==> src/rtl/axil_rr_arb2.sv <==
// axil_rr_arb2 -- round-robin 2:1 AXI-Lite arbiter
//
// Two AXI-Lite masters (s0_*, s1_*) share one AXI-Lite slave (m_*).
// The write and read paths are arbitrated independently, so a read
// and a write can be in flight at the same time. Each direction
// allows one outstanding transaction.
//
// Ports
//   clk, rst            common clock; asynchronous active-high reset
//   sN_axil_aw*/w*/b*   write channels of master N (N = 0, 1)
//   sN_axil_ar*/r*      read channels of master N
//   m_axil_*            the same channel set toward the shared slave
//
// A grant is registered on the edge that leaves IDLE, so forwarding
// starts one cycle after the request. Under contention the master
// that did not win the previous transaction in that direction wins.
// The ungranted master sees every ready/valid held at 0.
module axil_rr_arb2 #(
  parameter int DATA_WIDTH = 32,
  parameter int ADDR_WIDTH = 8,
  parameter int STRB_WIDTH = DATA_WIDTH / 8
) (
  input  logic                  clk,
  input  logic                  rst,
  // master 0
  input  logic [ADDR_WIDTH-1:0] s0_axil_awaddr,
  input  logic [2:0]            s0_axil_awprot,
  input  logic                  s0_axil_awvalid,
  output logic                  s0_axil_awready,
  input  logic [DATA_WIDTH-1:0] s0_axil_wdata,
  input  logic [STRB_WIDTH-1:0] s0_axil_wstrb,
  input  logic                  s0_axil_wvalid,
  output logic                  s0_axil_wready,
  output logic [1:0]            s0_axil_bresp,
  output logic                  s0_axil_bvalid,
  input  logic                  s0_axil_bready,
  input  logic [ADDR_WIDTH-1:0] s0_axil_araddr,
  input  logic [2:0]            s0_axil_arprot,
  input  logic                  s0_axil_arvalid,
  output logic                  s0_axil_arready,
  output logic [DATA_WIDTH-1:0] s0_axil_rdata,
  output logic [1:0]            s0_axil_rresp,
  output logic                  s0_axil_rvalid,
  input  logic                  s0_axil_rready,
  // master 1
  input  logic [ADDR_WIDTH-1:0] s1_axil_awaddr,
  input  logic [2:0]            s1_axil_awprot,
  input  logic                  s1_axil_awvalid,
  output logic                  s1_axil_awready,
  input  logic [DATA_WIDTH-1:0] s1_axil_wdata,
  input  logic [STRB_WIDTH-1:0] s1_axil_wstrb,
  input  logic                  s1_axil_wvalid,
  output logic                  s1_axil_wready,
  output logic [1:0]            s1_axil_bresp,
  output logic                  s1_axil_bvalid,
  input  logic                  s1_axil_bready,
  input  logic [ADDR_WIDTH-1:0] s1_axil_araddr,
  input  logic [2:0]            s1_axil_arprot,
  input  logic                  s1_axil_arvalid,
  output logic                  s1_axil_arready,
  output logic [DATA_WIDTH-1:0] s1_axil_rdata,
  output logic [1:0]            s1_axil_rresp,
  output logic                  s1_axil_rvalid,
  input  logic                  s1_axil_rready,
  // shared slave
  output logic [ADDR_WIDTH-1:0] m_axil_awaddr,
  output logic [2:0]            m_axil_awprot,
  output logic                  m_axil_awvalid,
  input  logic                  m_axil_awready,
  output logic [DATA_WIDTH-1:0] m_axil_wdata,
  output logic [STRB_WIDTH-1:0] m_axil_wstrb,
  output logic                  m_axil_wvalid,
  input  logic                  m_axil_wready,
  input  logic [1:0]            m_axil_bresp,
  input  logic                  m_axil_bvalid,
  output logic                  m_axil_bready,
  output logic [ADDR_WIDTH-1:0] m_axil_araddr,
  output logic [2:0]            m_axil_arprot,
  output logic                  m_axil_arvalid,
  input  logic                  m_axil_arready,
  input  logic [DATA_WIDTH-1:0] m_axil_rdata,
  input  logic [1:0]            m_axil_rresp,
  input  logic                  m_axil_rvalid,
  output logic                  m_axil_rready
);

  typedef enum logic [1:0] {W_IDLE, W_ADDR, W_RESP} w_state_t;
  typedef enum logic [1:0] {R_IDLE, R_ADDR, R_DATA} r_state_t;

  w_state_t r_wstate;
  r_state_t r_rstate;
  logic     r_wgnt, r_last_w, r_aw_done, r_w_done;
  logic     r_rgnt, r_last_r;

  // ---------------- write path ----------------
  logic w_aw_fwd, w_w_fwd, w_b_fwd, w_awready, w_wready, w_bvalid;
  logic w_aw_hs, w_w_hs, w_b_hs, w_wpick;

  assign w_aw_fwd = (r_wstate == W_ADDR) && !r_aw_done;
  assign w_w_fwd  = (r_wstate == W_ADDR) && !r_w_done;
  assign w_b_fwd  = (r_wstate == W_RESP);

  assign m_axil_awaddr  = r_wgnt ? s1_axil_awaddr : s0_axil_awaddr;
  assign m_axil_awprot  = r_wgnt ? s1_axil_awprot : s0_axil_awprot;
  assign m_axil_wdata   = r_wgnt ? s1_axil_wdata  : s0_axil_wdata;
  assign m_axil_wstrb   = r_wgnt ? s1_axil_wstrb  : s0_axil_wstrb;
  assign m_axil_awvalid = w_aw_fwd && (r_wgnt ? s1_axil_awvalid : s0_axil_awvalid);
  assign m_axil_wvalid  = w_w_fwd  && (r_wgnt ? s1_axil_wvalid  : s0_axil_wvalid);
  assign m_axil_bready  = w_b_fwd  && (r_wgnt ? s1_axil_bready  : s0_axil_bready);

  assign w_awready = w_aw_fwd && m_axil_awready;
  assign w_wready  = w_w_fwd  && m_axil_wready;
  assign w_bvalid  = w_b_fwd  && m_axil_bvalid;

  assign s0_axil_awready = w_awready && !r_wgnt;
  assign s1_axil_awready = w_awready &&  r_wgnt;
  assign s0_axil_wready  = w_wready  && !r_wgnt;
  assign s1_axil_wready  = w_wready  &&  r_wgnt;
  assign s0_axil_bvalid  = w_bvalid  && !r_wgnt;
  assign s1_axil_bvalid  = w_bvalid  &&  r_wgnt;
  assign s0_axil_bresp   = m_axil_bresp;
  assign s1_axil_bresp   = m_axil_bresp;

  assign w_aw_hs = m_axil_awvalid && m_axil_awready;
  assign w_w_hs  = m_axil_wvalid  && m_axil_wready;
  assign w_b_hs  = m_axil_bvalid  && m_axil_bready;
  // Lone requester wins; on contention the master not in r_last_w wins.
  assign w_wpick = (s0_axil_awvalid && s1_axil_awvalid) ? !r_last_w : s1_axil_awvalid;

  always_ff @(posedge clk or posedge rst) begin
    if (rst) begin
      r_wstate  <= W_IDLE;
      r_wgnt    <= 1'b0;
      r_last_w  <= 1'b1;
      r_aw_done <= 1'b0;
      r_w_done  <= 1'b0;
    end else begin
      case (r_wstate)
        W_IDLE: begin
          if (s0_axil_awvalid || s1_axil_awvalid) begin
            r_wgnt   <= w_wpick;
            r_wstate <= W_ADDR;
          end
        end
        W_ADDR: begin
          // AW and W complete independently; leave once both have.
          if ((r_aw_done || w_aw_hs) && (r_w_done || w_w_hs)) begin
            r_wstate  <= W_RESP;
            r_aw_done <= 1'b0;
            r_w_done  <= 1'b0;
          end else begin
            r_aw_done <= r_aw_done || w_aw_hs;
            r_w_done  <= r_w_done  || w_w_hs;
          end
        end
        W_RESP: begin
          if (w_b_hs) begin
            r_wstate <= W_IDLE;
            r_last_w <= r_wgnt;
          end
        end
        default: r_wstate <= W_IDLE;
      endcase
    end
  end

  // ---------------- read path ----------------
  logic w_ar_fwd, w_r_fwd, w_arready, w_rvalid, w_ar_hs, w_r_hs, w_rpick;

  assign w_ar_fwd = (r_rstate == R_ADDR);
  assign w_r_fwd  = (r_rstate == R_DATA);

  assign m_axil_araddr  = r_rgnt ? s1_axil_araddr : s0_axil_araddr;
  assign m_axil_arprot  = r_rgnt ? s1_axil_arprot : s0_axil_arprot;
  assign m_axil_arvalid = w_ar_fwd && (r_rgnt ? s1_axil_arvalid : s0_axil_arvalid);
  assign m_axil_rready  = w_r_fwd  && (r_rgnt ? s1_axil_rready  : s0_axil_rready);

  assign w_arready = w_ar_fwd && m_axil_arready;
  assign w_rvalid  = w_r_fwd  && m_axil_rvalid;

  assign s0_axil_arready = w_arready && !r_rgnt;
  assign s1_axil_arready = w_arready &&  r_rgnt;
  assign s0_axil_rvalid  = w_rvalid  && !r_rgnt;
  assign s1_axil_rvalid  = w_rvalid  &&  r_rgnt;
  assign s0_axil_rdata   = m_axil_rdata;
  assign s1_axil_rdata   = m_axil_rdata;
  assign s0_axil_rresp   = m_axil_rresp;
  assign s1_axil_rresp   = m_axil_rresp;

  assign w_ar_hs = m_axil_arvalid && m_axil_arready;
  assign w_r_hs  = m_axil_rvalid  && m_axil_rready;
  assign w_rpick = (s0_axil_arvalid && s1_axil_arvalid) ? !r_last_r : s1_axil_arvalid;

  always_ff @(posedge clk or posedge rst) begin
    if (rst) begin
      r_rstate <= R_IDLE;
      r_rgnt   <= 1'b0;
      r_last_r <= 1'b1;
    end else begin
      case (r_rstate)
        R_IDLE: begin
          if (s0_axil_arvalid || s1_axil_arvalid) begin
            r_rgnt   <= w_rpick;
            r_rstate <= R_ADDR;
          end
        end
        R_ADDR: if (w_ar_hs) r_rstate <= R_DATA;
        R_DATA: begin
          if (w_r_hs) begin
            r_rstate <= R_IDLE;
            r_last_r <= r_rgnt;
          end
        end
        default: r_rstate <= R_IDLE;
      endcase
    end
  end

endmodule

==> config.mk <==
export PLATFORM = sky130hd
export DESIGN_NAME = axil_rr_arb2
export DESIGN_NICKNAME = d
export VERILOG_FILES = /design/src/rtl/axil_rr_arb2.sv
export SDC_FILE = /design/constraint.sdc
export NUM_CORES = 1
export LEC_CHECK = 0
export CAP_MARGIN = 30
export CELL_PAD_IN_SITES_DETAIL_PLACEMENT = 1
export CELL_PAD_IN_SITES_GLOBAL_PLACEMENT = 1
export CORE_MARGIN = 8
export CORE_UTILIZATION = 14
export DETAILED_ROUTE_END_ITERATION = 10
export PLACE_DENSITY = 0.9
export SYNTH_ARGS = -nofsm -noshare
export SYNTH_HDL_FRONTEND = slang
export SYNTH_SLANG_ARGS = --single-unit
==> constraint.sdc <==
create_clock -name clk -period 1.6 [get_ports clk]
set_clock_uncertainty 0.15 [all_clocks]
set_input_delay 0.24 -clock clk [delete_from_list [all_inputs] [get_ports clk]]
set_output_delay 0.24 -clock clk [all_outputs]
set_load 0.01 [all_outputs]
==> run metrics <==
Via-to-Cell Ratio=4.01; initial antenna violation count=0; die area=18300 µm²; CP peak stage delay=0.44 ns; synthesized net count=386; CP required=1.21 ns; minimum clock period=1.92 ns; Gate Count Post-Synth=217; I/O pin count=314; number of buffer cells added on primary ports=205; Worst setup EP type=primary output; Slew Limit Fails=0; Initial DRC Count=49; vias in the first global route=2789; fin area=4630 µm²; Ys Warns=0; Die Height=135 µm; Leakage=0.00202 µW; clock share of power=7.5%; hold buffers post-CTS=0; clock slew at reported path FFs=0.04 ns; share of power burned in combinational logic=84.7%; synthesized area=1990 µm²; PD cells=1420 nW/µm²; Max Cap Violations=0; Clock Path Buffers=2; Hold Crit Class=primary input to asynchronous set/reset pin; failing checks=setup timing; post-detailed-route count of antenna-violating nets=0; DP HPWL=8920 µm; top cell type's share of synthesized area=32.9%; routed via count=2358; most frequent cells in the layout=132 x clkdlybuf4s50_1, 64 x buf_6, 37 x buf_4, 35 x mux2_2, 25 x mux2_4; slowest stage cell, crit path=dfrtp_2; Final Hold Fails=0; data arrival time at the worst-slack endpoint=1.53 ns; Top FF cell, synth=dfrtp_1; CTS Buf Count=3; Nets=578; biggest area consumer among synthesized cells=mux2_2; routed len/inst=20.6 µm; Final GP Congestion=0.783; VDD IR max=567 µV; post-synthesis sequential area ratio=12.7%; synthesized flop and latch total=10; CP Max Fanout=6; Placed Area=3860 µm²; final wirelength=12100 µm; setup ws final=-0.321 ns; fmax=520 MHz; Congestion Overflow GR=0; die width=135 µm; Avg Inst Size Synth=9.15 µm²; antenna cells=0; CTS tree=yes; Root Buffer=clkbuf_16; number of synthesized flops with an enable pin=0; pin count of the biggest net entering global routing=14; switch share=36.5%; clk sinks=10; async set-reset flop share out of synthesis=100%; DRC viols=0; Starting Density=14.3%; Cell Int Power=4180 µW; Switch Pwr=2410 µW; fin crit share=120%; max_slew headroom=59.0%; DRT Pass-1 Iters=4; Buf/Inv on CP=4; Power Total=6590 µW; first-pass GRT wire length=16500 µm; RSZ-0062 raised after global routing=true; sequential power share=7.8%; H-tree depth=1; most common cell after layout, fill and taps aside=clkdlybuf4s50_1; status=finished with violations; Setup-failing EPs final=72; CP startpoint kind=flop; CP delay by family, top=buffers and inverters; ratio of cells with drive above 1 in the final layout=57.6%; crit path kind=flop to primary output; Core Box Area=13900 µm²; Area contributors post-synth=mux2_2 33%, buf_4 28%, dfrtp_1 10%, buf_6 3.4%, dfstp_2 2.6%; most frequent CP cell=buf_6; clk_lat worst skew=0.23 ns; worst-margin pin slew=0.610 ns; GRT Total Usage=11.5%; Synth cell types=35; crit path cell chain=buf_6 > buf_6 > clkbuf_16 > mux2_2 > buf_6; Area Growth Syn to Fin=133%; Placement Rows=43
==> synthesized netlist by cell type (3+ instances only) <==
cell      n
buf_4    74
mux2_2   58
nor2_1    9
dfrtp_1   8
buf_6     6
nand2_1   5
nor2b_1   5
nor3_1    5
and3_1    4
inv_1     4
mux2i_1   4
o21ai_0   3
==> per-layer routing <==
metal	vias to the layer above	GRT usage, %	routed length, µm
met5	-	0	0
met1	1110	10.9	4190
met4	0	1.11	150
li1	1076	-	-
met2	160	23.1	6600
met3	12	4.46	1190
==> state kept, by name, indices dropped and copies added, names as in the netlist <==
signal / flops
r_rgnt: 1
r_last_w: 1
r_w_done: 1
r_aw_done: 1
r_wstate: 2
r_last_r: 1
r_rstate: 2
r_wgnt: 1
==> cell families (layout without fill, tap and decap cells) <==
group                  Yosys count  count (layout)  synth area share, %
buffers and inverters           86             277                 32.6
multiplexers                    64              64                 36.4
AO/OA/AOI/OAI                   17              17                 7.06
flip-flops                      10              10                 12.7
AND/OR/NAND/NOR                 40              40                 11.2
==> power by group through the flow <==
stage / logic, µW / registers, µW / clock network [µW]
2_1_floorplan: 2080 / 451 / 0
3_3_place_gp: 3750 / 462 / 0
3_5_place_dp: 3850 / 473 / 0
4_1_cts: 4720 / 490 / 507
5_1_grt: 5900 / 537 / 516
6_report: 5580 / 517 / 495
==> path summary, 6_finish.rpt <==
kind | start | to | slack, ns | depth (start not counted)
setup / recovery | r_wgnt | m_axil_wdata[14] | -0.32 | 5
hold reg to reg | r_last_r | r_last_r | 0.36 | 2
max in group asynchronous | rst | r_last_r | 0.80 | 2
setup reg to reg | r_wgnt | r_wstate[0] | -0.12 | 6
hold / removal | rst | r_rstate[1] | 0.17 | 2
min in group clk | m_axil_rdata[20] | s0_axil_rdata[20] | 0.33 | 0
==> area by class of cell <==
| class | count | area (µm²) |
|---|---|---|
| fillers | 1560 | 9250 |
| multi-input cells | 121 | 1340 |
| flip-flops and latches | 10 | 256 |
| well taps | 180 | 225 |
| inverters | 4 | 21.3 |
| clock buffers | 4 | 88.8 |
| repair buffers | 269 | 2700 |
==> stage by stage <==
stage	utilization, %	setup WS, ns	cells	hold slack, ns	setup TNS, ns
2_1_floorplan	-	0.0671	217	-0.0713	0
3_3_place_gp	27.8	-0.409	547	0.330	-20.07
3_5_place_dp	27.8	-0.452	547	0.330	-22.17
4_1_cts	30.6	-0.369	573	0.189	-16.56
5_1_grt	33.4	-0.384	588	0.217	-18.82
6_report	33.4	-0.321	588	0.173	-15.01
==> timing repair <==
item | in CTS | in global routing
setup endpoints to repair | 76 | 78
pin swaps | 10 | 9
cloned | 3 | 5
hold endpoints to repair | 0 | 0
resized for setup | 372 | 63
buffers inserted | 20 | 16
Note: power is estimated with default switching activity, not from simulation.
==> RTL change: new RTL, same flow settings <==
The parameter `ADDR_WIDTH` goes from 8 to 7.
--- a/src/rtl/axil_rr_arb2.sv
+++ b/src/rtl/axil_rr_arb2.sv
@@ -19,3 +19,3 @@
   parameter int DATA_WIDTH = 32,
-  parameter int ADDR_WIDTH = 8,
+  parameter int ADDR_WIDTH = 7,
   parameter int STRB_WIDTH = DATA_WIDTH / 8
Interface: changed (6 resized); port bits go from 314 to 308. The function was not compared with the original's and may differ.
==> RTL change against the unedited design <==
- the flow still finishes with violations (setup timing)
- power is 8.1% lower
- routed wire length is 6.3% lower
- final area is 7.5% lower
- synthesized area is 2.7% lower
- register-to-register slack worse by 100 ps
- fmax is 2.6% higher
- setup slack better by 49 ps
- final cell count is 3.9% lower
- sequential cell count stayed put
- die area is 2.4% lower
- critical path type unchanged
- critical endpoint is now m_axil_awvalid
==> RTL change: results (changes against the unedited design) <==
Run status
  • Outcome: finished with violations
  • Failing checks: setup timing

Worst setup path
  • RR Endpoint: r_wstate[1]
  • Arr. time, crit path: 1480 ps (-50 ps)
  • FF-to-FF path depth: 7 (+1)
  • Worst-path fanout max: 7 (+1)

Drt
  • First-iteration detailed-routing DRC count: 17 (-65%)
  • Total number of vias: 2236 (-5.2%)
  • Met3 WL: 1.228 mm (+3.3%)
  • M1 wire length: 3.650 mm (-13%)

Global routing
  • Met1 Track Usage GR: 10.65% (-0.20 points)
  • Total track usage: 11.81% (+0.35 points)
  • Largest net degree at the start of global routing: 13 (-1)
  • Vias in the first global route: 2812 (+0.82%)
  • Met3 Usage GRT: 5.309% (+0.85 points)

Cells and area
  • Final non-filler cell total: 565 (-3.9%)

Logic synthesis
  • Top cells by area, synth: mux2_2 (33%), buf_4 (30%), dfrtp_1 (10%)
  • Seq/Total Area, Yosys: 13.08% (+0.35 points)
  • Mux cell area share after synthesis: 36.27% (-0.15 points)

Pwr
  • Comb pwr share: 83.7% (-1.0 points)
  • Total chip power: 6060 uW (-8.1%)
  • Sequential Power Share: 8.4% (+0.6 points)
  • Leak: 0.001809 uW (-10%)

Timing
  • Setup Viol. Count Final: 70 (-2.8%)
  • Min setup slack post-route: -272.7 ps (+48.74 ps)
  • Setup TNS: -12940 ps (+2071 ps)

Placed design
  • Pre-CTS setup slack: -463.9 ps (-12.08 ps)
  • GPL Wtd Cong: 0.8657 (+11%)
  • PortBufs: 199 (-2.9%)
==> RTL change: changes by cell type after synthesis, moves of 2 or more <==
| cell | before | now |
|---|---|---|
| and3_1 | 4 | 2 |
| nor2_1 | 9 | 12 |
| buf_6 | 6 | 3 |
| and2b_1 | 0 | 2 |
| nor4_1 | 2 | 0 |
| mux2_2 | 58 | 56 |
| buf_4 | 74 | 77 |
| o21ai_0 | 3 | 1 |
==> RTL change: cell type report <==
| class | instances | area share, % |
|---|---|---|
| clock buffers | 4 | 2.073 |
| well taps | 180 | 5.255 |
| repair buffers | 250 | 57.52 |
| multi-input cells | 118 | 28.93 |
| flip-flops and latches | 10 | 5.956 |
| inverters | 3 | 0.2628 |
==> RTL change: repair_timing <==
action                                  4_1_cts  5_1_grt
buffers inserted                             17        3
gates resized for setup                     348       42
endpoints found under the setup margin       75       76
hold buffers                                  0        0
cloned                                        4        2
pin swaps                                    11        5
